## config.mk

```make
export PLATFORM = sky130hd
export DESIGN_NAME = spi_flash_responder_flat
export DESIGN_NICKNAME = d
export VERILOG_FILES = /design/src/rtl/spi_flash_responder_if.sv /design/src/rtl/spi_flash_responder.sv /design/src/flat_wrapper.sv
export SDC_FILE = /design/constraint.sdc
export NUM_CORES = 2
export LEC_CHECK = 0
export CORE_MARGIN = 10
export CORE_UTILIZATION = 55
export DETAILED_ROUTE_END_ITERATION = 10
export DONT_BUFFER_PORTS = 1
export PLACE_DENSITY = 0.72
export SYNTH_ARGS = -nofsm -noshare
export SYNTH_HDL_FRONTEND = slang
export SYNTH_SLANG_ARGS = --single-unit
```

## constraint.sdc

```tcl
create_clock -name clk -period 5.4 [get_ports clk]
set_input_delay 0.27 -clock clk [delete_from_list [all_inputs] [get_ports clk]]
set_output_delay 0.27 -clock clk [all_outputs]
set_load 0.02 [all_outputs]
```

## src/rtl/spi_flash_responder_if.sv

```systemverilog
// SPI flash pin bundle between a master and the flash responder.
// The master drives clock, select and data out; the responder drives
// data in, its output enable and the two status flags.
interface spi_flash_responder_if;
    logic sclk;
    logic ncs;
    logic mosi;
    logic miso;
    logic miso_oe;
    logic busy;
    logic wel;

    modport master (
        output sclk, ncs, mosi,
        input  miso, miso_oe, busy, wel
    );

    modport slave (
        input  sclk, ncs, mosi,
        output miso, miso_oe, busy, wel
    );
endinterface

```

## src/rtl/spi_flash_responder.sv

```systemverilog
// SPI-flash target (mode 0) oversampled in the clk domain, backed by a
// small byte array. Supports READ, PAGE PROGRAM, WREN, WRDI, SECTOR ERASE
// and RDSR. A frame that opens while an erase is running is treated as a
// busy frame, and its first status byte reports the status seen when the
// frame opened, because an erase is shorter than one opcode byte.
module spi_flash_responder #(
    parameter int DEPTH  = 256,
    parameter int PAGE   = 64,
    parameter int SECTOR = 64
) (
    input  logic                  clk,
    input  logic                  rst,
    spi_flash_responder_if.slave  spi
);
    localparam int AW = (DEPTH > 1) ? $clog2(DEPTH) : 1;
    localparam logic [AW-1:0] PAGE_MASK   = AW'(PAGE - 1);
    localparam logic [AW-1:0] SECTOR_MASK = AW'(SECTOR - 1);

    localparam logic [7:0] OP_PP   = 8'h02;
    localparam logic [7:0] OP_READ = 8'h03;
    localparam logic [7:0] OP_WRDI = 8'h04;
    localparam logic [7:0] OP_RDSR = 8'h05;
    localparam logic [7:0] OP_WREN = 8'h06;
    localparam logic [7:0] OP_SE   = 8'h20;

    typedef enum logic [2:0] {
        IDLE, CMD, ADDR, RDATA, WDATA, STATUS, IGNORE, ERASE
    } state_t;

    state_t state, state_next;

    logic [7:0]    mem [DEPTH];
    logic [2:0]    sclk_sync, ncs_sync;
    logic [1:0]    mosi_sync;
    logic [2:0]    bit_idx, tx_idx;
    logic [5:0]    frame_bits;
    logic [6:0]    shift_in;
    logic [7:0]    tx_sr, wr_data;
    logic [AW-1:0] addr, erase_base, erase_cnt;
    logic [1:0]    status_snap;
    logic          cmd_read, wren_pend, wrdi_pend, pp_pend, frame_busy, status_first;
    logic          fetch, wr_en, miso_q, miso_oe_c, busy, wel;

    logic       mosi_s, ncs_rise, ncs_fall, sclk_rise, sclk_fall, byte_done, in_busy, enter_tx;
    logic [7:0] byte_now;

    assign mosi_s    = mosi_sync[1];
    assign ncs_fall  = ~ncs_sync[1] & ncs_sync[2];
    assign ncs_rise  = ncs_sync[1] & ~ncs_sync[2];
    assign sclk_rise = sclk_sync[1] & ~sclk_sync[2] & ~ncs_rise;
    assign sclk_fall = ~sclk_sync[1] & sclk_sync[2] & ~ncs_rise;
    assign byte_done = sclk_rise && (bit_idx == 3'd7);
    assign byte_now  = {shift_in, mosi_s};
    assign in_busy   = busy | frame_busy;
    assign enter_tx  = (state_next != state) && (state_next == RDATA || state_next == STATUS);

    // Two-flop synchronizers plus one delay stage for edge detection.
    always_ff @(posedge clk) begin
        if (rst) begin
            sclk_sync <= 3'b000;
            ncs_sync  <= 3'b111;
            mosi_sync <= 2'b00;
        end else begin
            sclk_sync <= {sclk_sync[1:0], spi.sclk};
            ncs_sync  <= {ncs_sync[1:0], spi.ncs};
            mosi_sync <= {mosi_sync[0], spi.mosi};
        end
    end

    // Frame state register.
    always_ff @(posedge clk) begin
        if (rst) state <= IDLE;
        else     state <= state_next;
    end

    // Frame state transitions: select edges dominate, then opcode and address completion.
    always_comb begin
        state_next = state;
        if (ncs_rise) begin
            state_next = IDLE;
        end else if (ncs_fall) begin
            state_next = CMD;
        end else if (byte_done && state == CMD) begin
            if (in_busy) begin
                state_next = (byte_now == OP_RDSR) ? STATUS : IGNORE;
            end else begin
                case (byte_now)
                    OP_READ: state_next = ADDR;
                    OP_PP:   state_next = wel ? ADDR : IGNORE;
                    OP_SE:   state_next = wel ? ERASE : IGNORE;
                    OP_RDSR: state_next = STATUS;
                    default: state_next = IGNORE;
                endcase
            end
        end else if (byte_done && state == ADDR && frame_bits == 6'd31) begin
            state_next = cmd_read ? RDATA : WDATA;
        end
    end

    // The responder only drives the data line in a read or status phase with select low.
    always_comb begin
        miso_oe_c = 1'b0;
        if ((state == RDATA || state == STATUS) && !ncs_sync[1]) miso_oe_c = 1'b1;
    end

    assign spi.miso_oe = miso_oe_c;
    assign spi.miso    = miso_q & miso_oe_c;
    assign spi.busy    = busy;
    assign spi.wel     = wel;

    // Per-frame datapath: bit counting, address capture, transmit shifting and byte fetch.
    always_ff @(posedge clk) begin
        if (rst) begin
            bit_idx      <= '0;
            tx_idx       <= '0;
            frame_bits   <= '0;
            shift_in     <= '0;
            tx_sr        <= '0;
            wr_data      <= '0;
            addr         <= '0;
            status_snap  <= '0;
            cmd_read     <= 1'b0;
            wren_pend    <= 1'b0;
            wrdi_pend    <= 1'b0;
            pp_pend      <= 1'b0;
            frame_busy   <= 1'b0;
            status_first <= 1'b0;
            fetch        <= 1'b0;
            wr_en        <= 1'b0;
            miso_q       <= 1'b0;
        end else begin
            wr_en <= 1'b0;
            fetch <= enter_tx;
            if (ncs_fall) begin
                bit_idx      <= '0;
                tx_idx       <= '0;
                frame_bits   <= '0;
                cmd_read     <= 1'b0;
                wren_pend    <= 1'b0;
                wrdi_pend    <= 1'b0;
                pp_pend      <= 1'b0;
                miso_q       <= 1'b0;
                frame_busy   <= busy;
                status_snap  <= {wel, busy};
                status_first <= 1'b1;
            end else begin
                if (sclk_rise && state != IDLE) begin
                    bit_idx  <= bit_idx + 3'd1;
                    shift_in <= byte_now[6:0];
                    if (frame_bits != 6'h3F) frame_bits <= frame_bits + 6'd1;
                    if (state == CMD && bit_idx == 3'd7) begin
                        cmd_read  <= (byte_now == OP_READ);
                        wren_pend <= (byte_now == OP_WREN) && !in_busy;
                        wrdi_pend <= (byte_now == OP_WRDI) && !in_busy;
                        pp_pend   <= (byte_now == OP_PP) && wel && !in_busy;
                    end
                    if (state == ADDR || state == ERASE) addr <= AW'({addr, mosi_s});
                    if (state == WDATA && bit_idx == 3'd7) begin
                        wr_en   <= 1'b1;
                        wr_data <= byte_now;
                    end
                end
                if (sclk_fall && (state == RDATA || state == STATUS)) begin
                    miso_q <= tx_sr[7];
                    tx_sr  <= {tx_sr[6:0], 1'b0};
                    tx_idx <= tx_idx + 3'd1;
                    if (tx_idx == 3'd7) fetch <= 1'b1;
                end
                if (fetch) begin
                    if (state == STATUS) begin
                        tx_sr        <= status_first ? {6'b0, status_snap} : {6'b0, wel, busy};
                        status_first <= 1'b0;
                    end else begin
                        tx_sr <= mem[addr];
                        addr  <= addr + AW'(1);
                    end
                end
                if (wr_en) addr <= (addr & ~PAGE_MASK) | ((addr + AW'(1)) & PAGE_MASK);
            end
        end
    end

    // Write-enable latch and the sector erase sequencer.
    always_ff @(posedge clk) begin
        if (rst) begin
            wel        <= 1'b0;
            busy       <= 1'b0;
            erase_base <= '0;
            erase_cnt  <= '0;
        end else begin
            if (ncs_rise) begin
                if (wren_pend)                 wel <= 1'b1;
                else if (wrdi_pend || pp_pend) wel <= 1'b0;
                if (state == ERASE && frame_bits == 6'd32 && !busy) begin
                    busy       <= 1'b1;
                    erase_base <= addr & ~SECTOR_MASK;
                    erase_cnt  <= '0;
                end
            end
            if (busy) begin
                erase_cnt <= erase_cnt + AW'(1);
                if (erase_cnt == SECTOR_MASK) begin
                    busy <= 1'b0;
                    wel  <= 1'b0;
                end
            end
        end
    end

    // Backing array: erase fill has priority over page-program writes.
    always_ff @(posedge clk) begin
        if (busy)       mem[erase_base | erase_cnt] <= 8'hFF;
        else if (wr_en) mem[addr] <= wr_data;
    end
endmodule
```

## src/flat_wrapper.sv

```systemverilog
// flat-port wrapper written by rule: the top's interface ports become plain ports
module spi_flash_responder_flat 
#(
    parameter int DEPTH  = 256,
    parameter int PAGE   = 64,
    parameter int SECTOR = 64
)
  (clk, rst, spi_sclk, spi_ncs, spi_mosi, spi_miso, spi_miso_oe, spi_busy, spi_wel);
  spi_flash_responder_if spi_i ();
  input  logic clk;
  input  logic rst;
  input wire logic [$bits(spi_i.sclk)-1:0] spi_sclk;
  input wire logic [$bits(spi_i.ncs)-1:0] spi_ncs;
  input wire logic [$bits(spi_i.mosi)-1:0] spi_mosi;
  output wire logic [$bits(spi_i.miso)-1:0] spi_miso;
  output wire logic [$bits(spi_i.miso_oe)-1:0] spi_miso_oe;
  output wire logic [$bits(spi_i.busy)-1:0] spi_busy;
  output wire logic [$bits(spi_i.wel)-1:0] spi_wel;
  assign spi_i.sclk = spi_sclk;
  assign spi_i.ncs = spi_ncs;
  assign spi_i.mosi = spi_mosi;
  assign spi_miso = spi_i.miso;
  assign spi_miso_oe = spi_i.miso_oe;
  assign spi_busy = spi_i.busy;
  assign spi_wel = spi_i.wel;
  spi_flash_responder #(.DEPTH(DEPTH), .PAGE(PAGE), .SECTOR(SECTOR)) u_core (.clk(clk), .rst(rst), .spi(spi_i));
endmodule
```

==> metrics <==
outcome completed; Leak Pwr 32.1 nW; sequential power share 0.556; pins over their slew limit 0; DRC violations left 0; Worst-Skew Late Latency 850 ps; min Tclk post-route 4010 ps; Mapped Nets 4167; RSZ-0062 raised after global routing false; die area 168000 µm²; Cell Area, Synth 83400 µm²; final std cells w/o fill 6440; post-synthesis cell type count 74; Yosys reg bits 2132; RD Place Congestion 0.968; I/O pins 9; critical path peak fanout 46; # fillers 10219; final instance area 92600 µm²; Post-Syn Instances 4154; Antenna Nets Post-Route 0; startpoint types flop; DP HPWL 134000 µm; Via-to-Cell Ratio 6.78; syn_area_per_cell 20.1 µm²; DR WL/cell 33.9 µm; Max-slew headroom 0.179; Sum Neg Setup Slack 0 ps; Root Buffer clkbuf_16; Slew @ Worst Pin 1230 ps; final net count 4261; clock buffer depth 3; internal power 25.8 mW; Die X 409 µm; CTS H-tree depth 4; Pwr Density 347 nW/µm²; Top FF cell, synth edfxtp_1; # setup viols final 0; Post-synth EDFFs 2048; Layout Skew 71.7 ps; Crit path required time 6090 ps; global routing's busiest layer met2; clock-pin slew on the worst setup and hold paths 70 ps; Highest Clock Rate 250 MHz; Clock Power Share 0.443; Worst R2R Path Depth 7; Arr. time, crit path 4700 ps; peak supply drop 0.000320 V; share of cells above drive strength 1 0.217; largest net degree at the start of global routing 143; switching share of power 0.196; Area Growth Syn to Fin 11.1%; combinational share of power 0.001; Vias 43664; GR Overflow Total 0; GRT Total Usage 0.258; CTS sink count 2132; Worst Hold Depth 2; PostCTS Resize Cnt 0; Post-Place Cells 6052; switching power 6.30 mW; total chip power 32.1 mW; period utilization 0.742; min-delay worst type primary input to flop; max cap viols 0; Seq/Total Area, Yosys 0.758; drt first pass iters 6; WS Path Type flop to flop; initial core utilization 0.555; CTS tree yes; first-pass GRT wire length 314000 µm; grt met2 use 0.381; core region area 150000 µm²; row cnt 142; vias in the first global route 42666; DIE HEIGHT 409 µm; final WL 218000 µm; yosys warns 0; M3 GR Usage 0.0691; fin util 0.616; Detailed Route Iter0 Violations 7364; final hold vios 0; initial antenna violation count 7; CTS buffer count 204; met1 usage 0.363; Async SR Flop Fraction 0; placed cell area 85800 µm²; nature of the critical path endpoint flop; setup slack, reg-to-reg 1390 ps; # port buffers 0
[cell families (layout without fill, tap and decap cells)]
group | Yosys count | after routing | synth area share
AOI/OAI and AO/OA | 370 | 370 | 0.0301
xor gates and xnor gates | 11 | 11 | 0.00116
adders and majority gates | 9 | 9 | 0.00132
buffers and inverters | 254 | 522 | 0.0176
DFF | 2132 | 2132 | 0.758
muxes | 635 | 635 | 0.152
other | 0 | 2 | 0
and+or+nand+nor | 743 | 743 | 0.0395
[power by group through the flow]
| stage | Clock, mW | Combinational [mW] | Sequential (mW) |
|---|---|---|---|
| finish | 14.2 | 0.0295 | 17.8 |
| global route | 15.0 | 0.0310 | 17.8 |
| CTS | 14.3 | 0.0283 | 17.8 |
| detailed placement | 0 | 0.0163 | 18.2 |
| global placement | 0 | 0.0161 | 18.2 |
| floorplan | 0 | 0.0185 | 18.2 |
[worst max-delay path: stages, from the launching register on]
cell      delay [ps]
dfxtp_4          850
buf_12           440
mux4_2           570
a22o_1           260
a221oi_1         390
o21ai_0          210
nor4_1           810
o32ai_1          200
[flip-flops by register name (all words and copies together), names as in the netlist, 6 cells and up, named ones only]
signal             count
u_core.addr            8
u_core.erase_cnt       8
u_core.frame_bits      6
u_core.mem          2048
u_core.shift_in        7
u_core.tx_sr           8
u_core.wr_data         8
[cell usage after synthesis, types with 8 or more instances]
library cell / count / area share
edfxtp_1: 2048 / 0.74
nand3_1: 46 / 0.0028
clkbuf_1: 95 / 0.0043
a21oi_1: 72 / 0.0043
a31oi_1: 19 / 0.0014
nand3b_1: 9 / 0.00081
nand2b_1: 31 / 0.0023
buf_2: 62 / 0.0037
mux2i_1: 114 / 0.014
mux2_2: 18 / 0.0024
nand4_1: 10 / 0.00075
dfxtp_1: 84 / 0.020
o21ai_0: 49 / 0.0029
nor3_1: 33 / 0.0020
inv_1: 10 / 0.00045
a22o_1: 12 / 0.0013
mux4_1: 8 / 0.0025
a22oi_1: 61 / 0.0055
o32ai_1: 9 / 0.00095
buf_4: 44 / 0.0040
a211oi_1: 25 / 0.0023
nand2_1: 151 / 0.0068
ha_1: 8 / 0.0012
buf_6: 29 / 0.0039
nor4_1: 12 / 0.00090
o22ai_1: 40 / 0.0030
and2_1: 12 / 0.00090
nor2_1: 371 / 0.017
a221oi_1: 20 / 0.0021
nor2b_1: 33 / 0.0025
mux4_2: 495 / 0.13
o221ai_1: 13 / 0.0014
and3_1: 8 / 0.00060
[metrics by stage]
stage | setup slack, ps | hold WS (ps)
after floorplan | 91.2 | 354
after global placement | 1600 | 351
after detailed placement | 1570 | 352
after CTS | 1540 | 18.9
after global routing | 1330 | 96.8
final | 1390 | 90.1
[worst paths after layout]
path | start | endpoint
min | spi_ncs | u_core.ncs_sync[0]$_SDFF_PP1_
max reg2reg | flop | u_core.tx_sr[2]$_SDFFE_PP0P_
max | flop | u_core.tx_sr[2]$_SDFFE_PP0P_
min reg2reg | u_core.ncs_sync[0]$_SDFF_PP1_ | u_core.ncs_sync[1]$_SDFF_PP1_
[final cells by class]
cell class	instances	area, µm²	share of cell area
diodes	2	5.00	0.0000541
clock buffers	257	5360	0.0578
clock inverters	123	1310	0.0142
inverters	14	53.8	0.000581
multi-input cells	1768	18800	0.203
flip-flops and latches	2132	63200	0.683
well taps	2016	2520	0.0272
repair buffers	128	1340	0.0145
[metal layers]
layer / up-vias / wire length [µm]
li1: 17284 / -
met1: 22569 / 81000
met2: 3232 / 99000
met3: 575 / 27300
met4: 4 / 10900
met5: - / 27
[placed cells by master (no fill, tap or decap), types with 32 or more instances in the layout]
master	Yosys	layout
clkinv_2	0	32
o22ai_1	40	40
nor3_1	33	32
mux4_2	495	495
o21ai_0	49	49
buf_4	44	94
nor2_1	371	369
nand3_1	46	46
clkbuf_16	0	205
mux2i_1	114	114
clkbuf_1	95	49
nand2_1	151	151
a22oi_1	61	61
edfxtp_1	2048	2048
dfxtp_1	84	78
a21oi_1	72	72
clkinv_1	1	45
[repair_timing]
item | in CTS | in global routing
hold buffers | 6 | 0
endpoints found under the hold margin | 67 | 0
buffers inserted | 0 | 0
Power figures use the tool's default switching activity.
